<file path="src/rtl/sat_accumulator_widen.sv">
// Widening saturating accumulator: sums narrow signed samples per i_last-delimited frame.
// Optional macro SATACC_SCALED_OUT_EN divides the emitted sum by 2^SHIFT, rounding toward zero.
module sat_accumulator_widen #(
  parameter int INW   = 8,
  parameter int ACCW  = 16,
  parameter int CNTW  = 8,
  parameter int SHIFT = 2
) (
  input  logic                   clk,
  input  logic                   rst,
  input  logic                   i_valid,
  output logic                   o_ready,
  input  logic signed [INW-1:0]  i_sample,
  input  logic                   i_last,
  input  logic                   i_clear,
  output logic                   o_valid,
  input  logic                   i_ready,
  output logic signed [ACCW-1:0] o_sum,
  output logic [CNTW-1:0]        o_count,
  output logic                   o_satPos,
  output logic                   o_satNeg
);

  if (ACCW <= INW || SHIFT < 0 || SHIFT >= ACCW) begin : g_param_check
    $error("sat_accumulator_widen: need ACCW > INW and 0 <= SHIFT < ACCW");
  end

  typedef enum logic {S_ACCUM, S_HOLD} state_t;

  localparam logic signed [ACCW:0] MAX_W = {2'b00, {(ACCW-1){1'b1}}};
  localparam logic signed [ACCW:0] MIN_W = {2'b11, {(ACCW-1){1'b0}}};

  state_t                 state, state_nxt;
  logic signed [ACCW-1:0] acc, acc_upd, sum_out;
  logic signed [ACCW:0]   sum_wide;
  logic [CNTW-1:0]        cnt, cnt_upd;
  logic                   sat_pos, sat_neg, pos_upd, neg_upd;
  logic                   accept;

  // Ready is masked by rst so no upstream sample is ever seen as accepted during reset.
  assign o_ready = (state == S_ACCUM) && !rst;
  assign o_valid = (state == S_HOLD);
  assign accept  = i_valid && o_ready && !i_clear;

  // NOTE: every signal driven here gets a default first, so no path can leave it unassigned and infer a latch.
  always_comb begin
    sum_wide = {acc[ACCW-1], acc} + {{(ACCW+1-INW){i_sample[INW-1]}}, i_sample};
    acc_upd  = sum_wide[ACCW-1:0];
    pos_upd  = sat_pos;
    neg_upd  = sat_neg;
    if (sum_wide > MAX_W) begin
      acc_upd = MAX_W[ACCW-1:0];
      pos_upd = 1'b1;
    end else if (sum_wide < MIN_W) begin
      acc_upd = MIN_W[ACCW-1:0];
      neg_upd = 1'b1;
    end
    cnt_upd = (cnt == '1) ? cnt : cnt + 1'b1;
  end

`ifdef SATACC_SCALED_OUT_EN
  // Bias negatives by 2^SHIFT-1 so the arithmetic shift truncates toward zero.
  always_comb begin
    if (acc_upd[ACCW-1]) sum_out = (acc_upd + ACCW'((1 << SHIFT) - 1)) >>> SHIFT;
    else                 sum_out = acc_upd >>> SHIFT;
  end
`else
  assign sum_out = acc_upd;
`endif

  always_comb begin
    state_nxt = state;
    if (i_clear) begin
      state_nxt = S_ACCUM;
    end else begin
      case (state)
        S_ACCUM: if (accept && i_last) state_nxt = S_HOLD;
        S_HOLD:  if (i_ready)          state_nxt = S_ACCUM;
        default:                       state_nxt = S_ACCUM;
      endcase
    end
  end

  // NOTE: sequential state uses non-blocking assignments so every register samples pre-edge values.
  always_ff @(posedge clk) begin
    if (rst) state <= S_ACCUM;
    else     state <= state_nxt;
  end

  always_ff @(posedge clk) begin
    if (rst) begin
      acc      <= '0;
      cnt      <= '0;
      sat_pos  <= 1'b0;
      sat_neg  <= 1'b0;
      o_sum    <= '0;
      o_count  <= '0;
      o_satPos <= 1'b0;
      o_satNeg <= 1'b0;
    end else if (i_clear) begin
      acc     <= '0;
      cnt     <= '0;
      sat_pos <= 1'b0;
      sat_neg <= 1'b0;
    end else if (accept) begin
      if (i_last) begin
        o_sum    <= sum_out;
        o_count  <= cnt_upd;
        o_satPos <= pos_upd;
        o_satNeg <= neg_upd;
        acc      <= '0;
        cnt      <= '0;
        sat_pos  <= 1'b0;
        sat_neg  <= 1'b0;
      end else begin
        acc     <= acc_upd;
        cnt     <= cnt_upd;
        sat_pos <= pos_upd;
        sat_neg <= neg_upd;
      end
    end
  end

endmodule

</file>
<file path="config.mk">
export PLATFORM = sky130hd
export DESIGN_NAME = sat_accumulator_widen
export DESIGN_NICKNAME = d
export VERILOG_FILES = /design/src/rtl/sat_accumulator_widen.sv
export SDC_FILE = /design/constraint.sdc
export NUM_CORES = 1
export LEC_CHECK = 0
export ABC_AREA = 1
export BUFFER_PORTS_ARGS = -buffer_cell sky130_fd_sc_hd__buf_2
export CORE_MARGIN = 8
export CORE_UTILIZATION = 30
export CTS_CLUSTER_DIAMETER = 50
export DETAILED_ROUTE_END_ITERATION = 10
export PLACE_DENSITY = 0.54
export SETUP_SLACK_MARGIN = 0.15
export SKIP_LAST_GASP = 1
export SLEW_MARGIN = 20
export SYNTH_ARGS = -nofsm -noshare
export SYNTH_HDL_FRONTEND = slang
export SYNTH_SLANG_ARGS = --single-unit
</file>
<file path="constraint.sdc">
create_clock -name clk -period 2.7 [get_ports clk]
set_clock_uncertainty 0.15 [all_clocks]
set_input_delay 0.54 -clock clk [delete_from_list [all_inputs] [get_ports clk]]
set_output_delay 0.54 -clock clk [all_outputs]
set_load 0.05 [all_outputs]
</file>
; ---- After elaboration in Yosys (flattened, before gate mapping)
; Cells that the tools add are included.
[word_totals]
output_inout_bits = 28
word_cells = 37
reg_bits = 53
[classes]
reduce_logical = 8
muxes = 13
magnitude_cmp = 2
bitwise_logic = 2
n_eq_ne = 1
add_sub_neg = 2
[ops]
columns = cell, count
row1 = $mux 16, 3
row2 = $add 16x8->17, 1
row3 = $gt 17x16->1 const B, 1
row4 = $lt 17x16->1 const B, 1
row5 = $mux 8, 2
row6 = $add 8x1->8 const B, 1
row7 = $eq 8x8->1 const B, 1
row8 = $mux 1, 7
row9 = $logic_and 1x1->1, 4
row10 = $reduce_and 3->1, 1
row11 = $logic_not 1->1, 2
row12 = $not 1->1, 2
row13 = $pmux 1 s2, 1
row14 = $reduce_or 2->1, 1

; ---- Depth between registers and ports, before layout
[depth]
ltp_word = 7
mapped_depth = 19
depth_no_buf = 18

; ---- Worst setup path after synthesis
; No wires, ideal clock.
[synth_timing]
path_kind = input -> register
startpoint = input i_sample[0]
endpoint = register o_sum[14]
arrival_ns = 2.150
stages = 18
setup_slack_ns = 0.286
setup_time_ns = 0.114
required_time_ns = 2.436
path_buffers = 1
cell_sequence = ha_1 > inv_1 > fa_1 > inv_1 > nand2_1 > nand2_1 > nand3_1 > nand2_2 > nand2_2 > nand2_2 > nand2_1 > nand2_1 > nand2_1 > buf_4 > nand2_1 > nand2_1 > o21bai_1 > inv_1
[synth_between]
elab_chain_len = 4
word_cells_on_any_way = 5
classes_between = 1 x add/sub / 2 x order compare / 2 x mux
[synth_lines]
columns = item, line_no
row1 = from (decl), 13  ; input logic signed [INW-1:0] i_sample,
row2 = $add 16x8->17 *, 47  ; sum_wide = {acc[ACCW-1], acc} + {{(ACCW+1-INW){i_sample[INW-1]}}, i_sample};
row3 = $lt 17x16->1, 54  ; end else if (sum_wide < MIN_W) begin
row4 = $mux 16, 54
row5 = $mux 16 *, 51  ; if (sum_wide > MAX_W) begin
row6 = to (signal assigned), 107  ; o_sum <= sum_out;
row7 = to (decl), 18  ; output logic signed [ACCW-1:0] o_sum,
; Every way passes the cells marked *; elsewhere a longest branch is shown, timed or not.
; A chain may end at the register's enable or synchronous reset.

; ---- Worst setup path after layout
[layout_timing]
startpoint = register acc[0]
endpoint = register o_sum[2]
[layout_between]
elab_chain_len = 4
word_cells_on_any_way = 5
classes_between = 1 x add/sub / 2 x order compare / 2 x mux
[layout_lines]
columns = item, line_no
row1 = from (decl), 34  ; logic signed [ACCW-1:0] acc, acc_upd, sum_out;
row2 = from (signal assigned), 116  ; acc <= acc_upd;
row3 = $add 16x8->17 *, 47
row4 = $lt 17x16->1, 54
row5 = $mux 16, 54
row6 = $mux 16 *, 51
; Marks and branches as above.

==> summary.md <==
| Metric | Value |
|---|---|
| Slew Viols, Final | 0 |
| CTS buffer count | 5 |
| Total GRT Usage | 12.5% |
| Die footprint | 14,500 um^2 |
| Global-route wire length before repair | 15,000 um |
| Antenna violations before repair | 0 |
| Number of synthesized flops with an enable pin | 0 |
| Layout fillers | 1,215 |
| Synth cell count leaders | nand2_1, inv_1, dfxtp_1, a21oi_1, nand3_1 |
| Max clock buf depth | 2 |
| Sequential share of the synthesized area | 32.6% |
| Register area | 1060 um^2 |
| Residual DRC | 0 |
| Most frequent cell after synthesis | nand2_1 |
| CTS root buffer | clkbuf_8 |
| Post-DR wirelength/cell | 13.0 um |
| Number of DRC markers in iteration 0 | 136 |
| Fmax | 410 MHz |
| Height of the die | 120 um |
| Antenna fix cells | 0 |
| TritonCTS Sinks | 53 |
| Int Pwr | 1160 uW |
| Cell accounting for the most synthesized area | dfxtp_1 |
| Final instance area | 3870 um^2 |
| H-tree depth | 2 |
| Slew margin rel. | 38.8% |
| Dpl cell area | 3700 um^2 |
| Post-DP HPWL | 6460 um |
| P&R area growth vs syn | 18.7% |
| Power Total | 1640 uW |
| Sw frac | 29.1% |
| CTS tree | built |
| Synth Cell Area | 3260 um^2 |
| Max cap viols | 0 |
| Pwr Density | 424 nW/um^2 |
| Final hold violation count | 0 |
| Share of the synthesized area in the top cell type | 32.6% |
| Hold crit path type | primary input to flop |
| CP required | 2760 ps |
| Antenna viol nets, final | 0 |
| Routed WL | 8810 um |
| Die width | 120 um |
| PortBufs | 41 |
| Syn Area/Cell | 6.75 um^2 |
| Worst skew pair latency | 310 ps |
| Seq pwr share | 49.2% |
| RSZ-0062 raised after global routing | false |
| Area of the multi-input gates | 1900 um^2 |
| Status | complete, no violations |
| Switching power | 476 uW |
| Slew @ Worst Pin | 917 ps |
| Final core occ | 36.2% |
| Static Leakage | 0.00201 uW |
| Vias | 3,117 |
| Arrival time worst endpoint | 2500 ps |
| Layout cells sized above 1 | 17.9% |
| Tmin final | 2440 ps |
| Num ports | 42 |
| Worst setup SP type | flop |
| CP endpoint kind | flop |
| Core ar. | 10,700 um^2 |
| Synth top area cells | dfxtp_1, nand2_1, inv_1, a21oi_1, ha_1 |
| Final #Nets | 568 |
| Vias in the first global route | 3,144 |
| Row cnt | 38 |
| Max VDD drop | 0.231 mV |
| GP Congestion | 0.810 |
| Setup violators final | 0 |
| First drt pass iteration count | 4 |
| Clock transition at path regs | 100 ps |
| Clk pwr share | 32.7% |
| Post-synthesis async set-or-reset flop share | 0% |
| Worst Path Class, Setup | flop to flop |
| CP max FO | 10 |
| Remaining global-route overflow | 0 |
| Synth unique cells | 35 |
| Starting Density | 30.5% |
| Seq cells post-synth | 53 |
| Synth Instances | 483 |
| Synth Net Count | 515 |
| Largest net degree at the start of global routing | 27 |
| Gate power share | 18.1% |
| Vias per cell | 4.61 |
| Dominant synthesized flop cell | dfxtp_1 |
| Post-route clock period utilization | 90.4% |
| Warnings, synthesis | 0 |
[power groups by stage]
stage,registers [uW],logic [uW],clock network (uW)
after floorplan,872,159,0
after global placement,825,285,0
after detailed placement,825,287,0
after CTS,808,289,564
after global routing,810,328,596
final,807,296,536
[final cells by class]
class,instances,area share (%)
clock buffer,5,1.78
clock inverter,2,0.906
inverter,69,6.69
multi-input combinational,346,49.1
sequential,53,27.5
tap,140,4.53
timing repair buffer,61,9.51
[kinds of logic after synthesis]
kind of cell / after synthesis / synth area share (%)
multiplexers: 1 / 0.345
buffers and inverters: 85 / 10.5
adder cells (fa/ha/maj): 18 / 7.14
flip-flops: 53 / 32.6
XOR/XNOR: 15 / 4.03
AND/OR/NAND/NOR: 214 / 28.4
AO/OA/AOI/OAI: 97 / 17.0
[worst max-delay path: stages (launching register included)]
cell and delay [ps]:
dfxtp_2 360, ha_4 120, inv_1 60, fa_2 420, inv_2 70, nand2_1 40
nand2_1 60, nand3_1 80, nand2_2 90, nand2_2 80, nand2_2 90, nand2_1 70
nand2_2 100, nand2_4 70, buf_12 140, nand2_1 50, nand2_1 80, o21bai_1 160
inv_1 50
[cells in the final DEF, fill, tap and decap left out, types with 2 or more instances in the layout]
cell / n
o21bai_1: 17
a21oi_1: 46
nor3_1: 3
a21o_1: 2
nand2_4: 3
nor3_2: 2
nand4_1: 2
xnor2_1: 8
buf_2: 41
nand3_1: 26
buf_4: 19
xor2_1: 7
a21oi_2: 2
nand3b_1: 2
inv_2: 3
o21ai_0: 22
inv_1: 65
nor2_1: 24
ha_1: 16
nand2_1: 138
o21a_1: 5
nand2_2: 10
clkbuf_8: 5
dfxtp_1: 52
[worst paths after layout]
kind / startpoint / depth (start not counted) / slack (ps) / to
setup / recovery: acc[0] / 18 / 260 / o_sum[2]
hold / removal: i_ready / 2 / 260 / o_valid
setup reg to reg: acc[0] / 18 / 260 / o_sum[2]
hold reg to reg: acc[5] / 2 / 330 / acc[5]
[layer usage]
layer	routed length (um)	global-route usage, %	up-vias
li1	-	-	1635
met1	3990	15.2	1424
met2	4410	22.4	50
met3	330	2.14	8
met4	80	2.81	0
met5	0	0	-
[state kept, by name (all words and copies together), names as in the netlist]
| name | flops |
|---|---|
| o_valid | 1 |
| sat_neg | 1 |
| cnt | 8 |
| o_satNeg | 1 |
| acc | 16 |
| sat_pos | 1 |
| o_satPos | 1 |
| o_count | 8 |
| o_sum | 16 |
[what timing repair did]
action | CTS | global route
resized for setup | 0 | 10
hold buffers | 0 | 0
setup endpoints to repair | 0 | 32
setup buffers | 0 | 3
[per-stage QoR]
step / instances / hold WS (ps) / setup WS [ps] / setup TNS [ps]
finish: 676 / 257 / 261 / 0
floorplan: 483 / 299 / 286 / 0
global placement: 665 / 308 / -44.7 / -207
CTS: 672 / 247 / 164 / 0
detailed placement: 665 / 313 / -95.1 / -959
global route: 676 / 253 / 117 / 0
No activity file was read; power rests on OpenSTA's default activity.
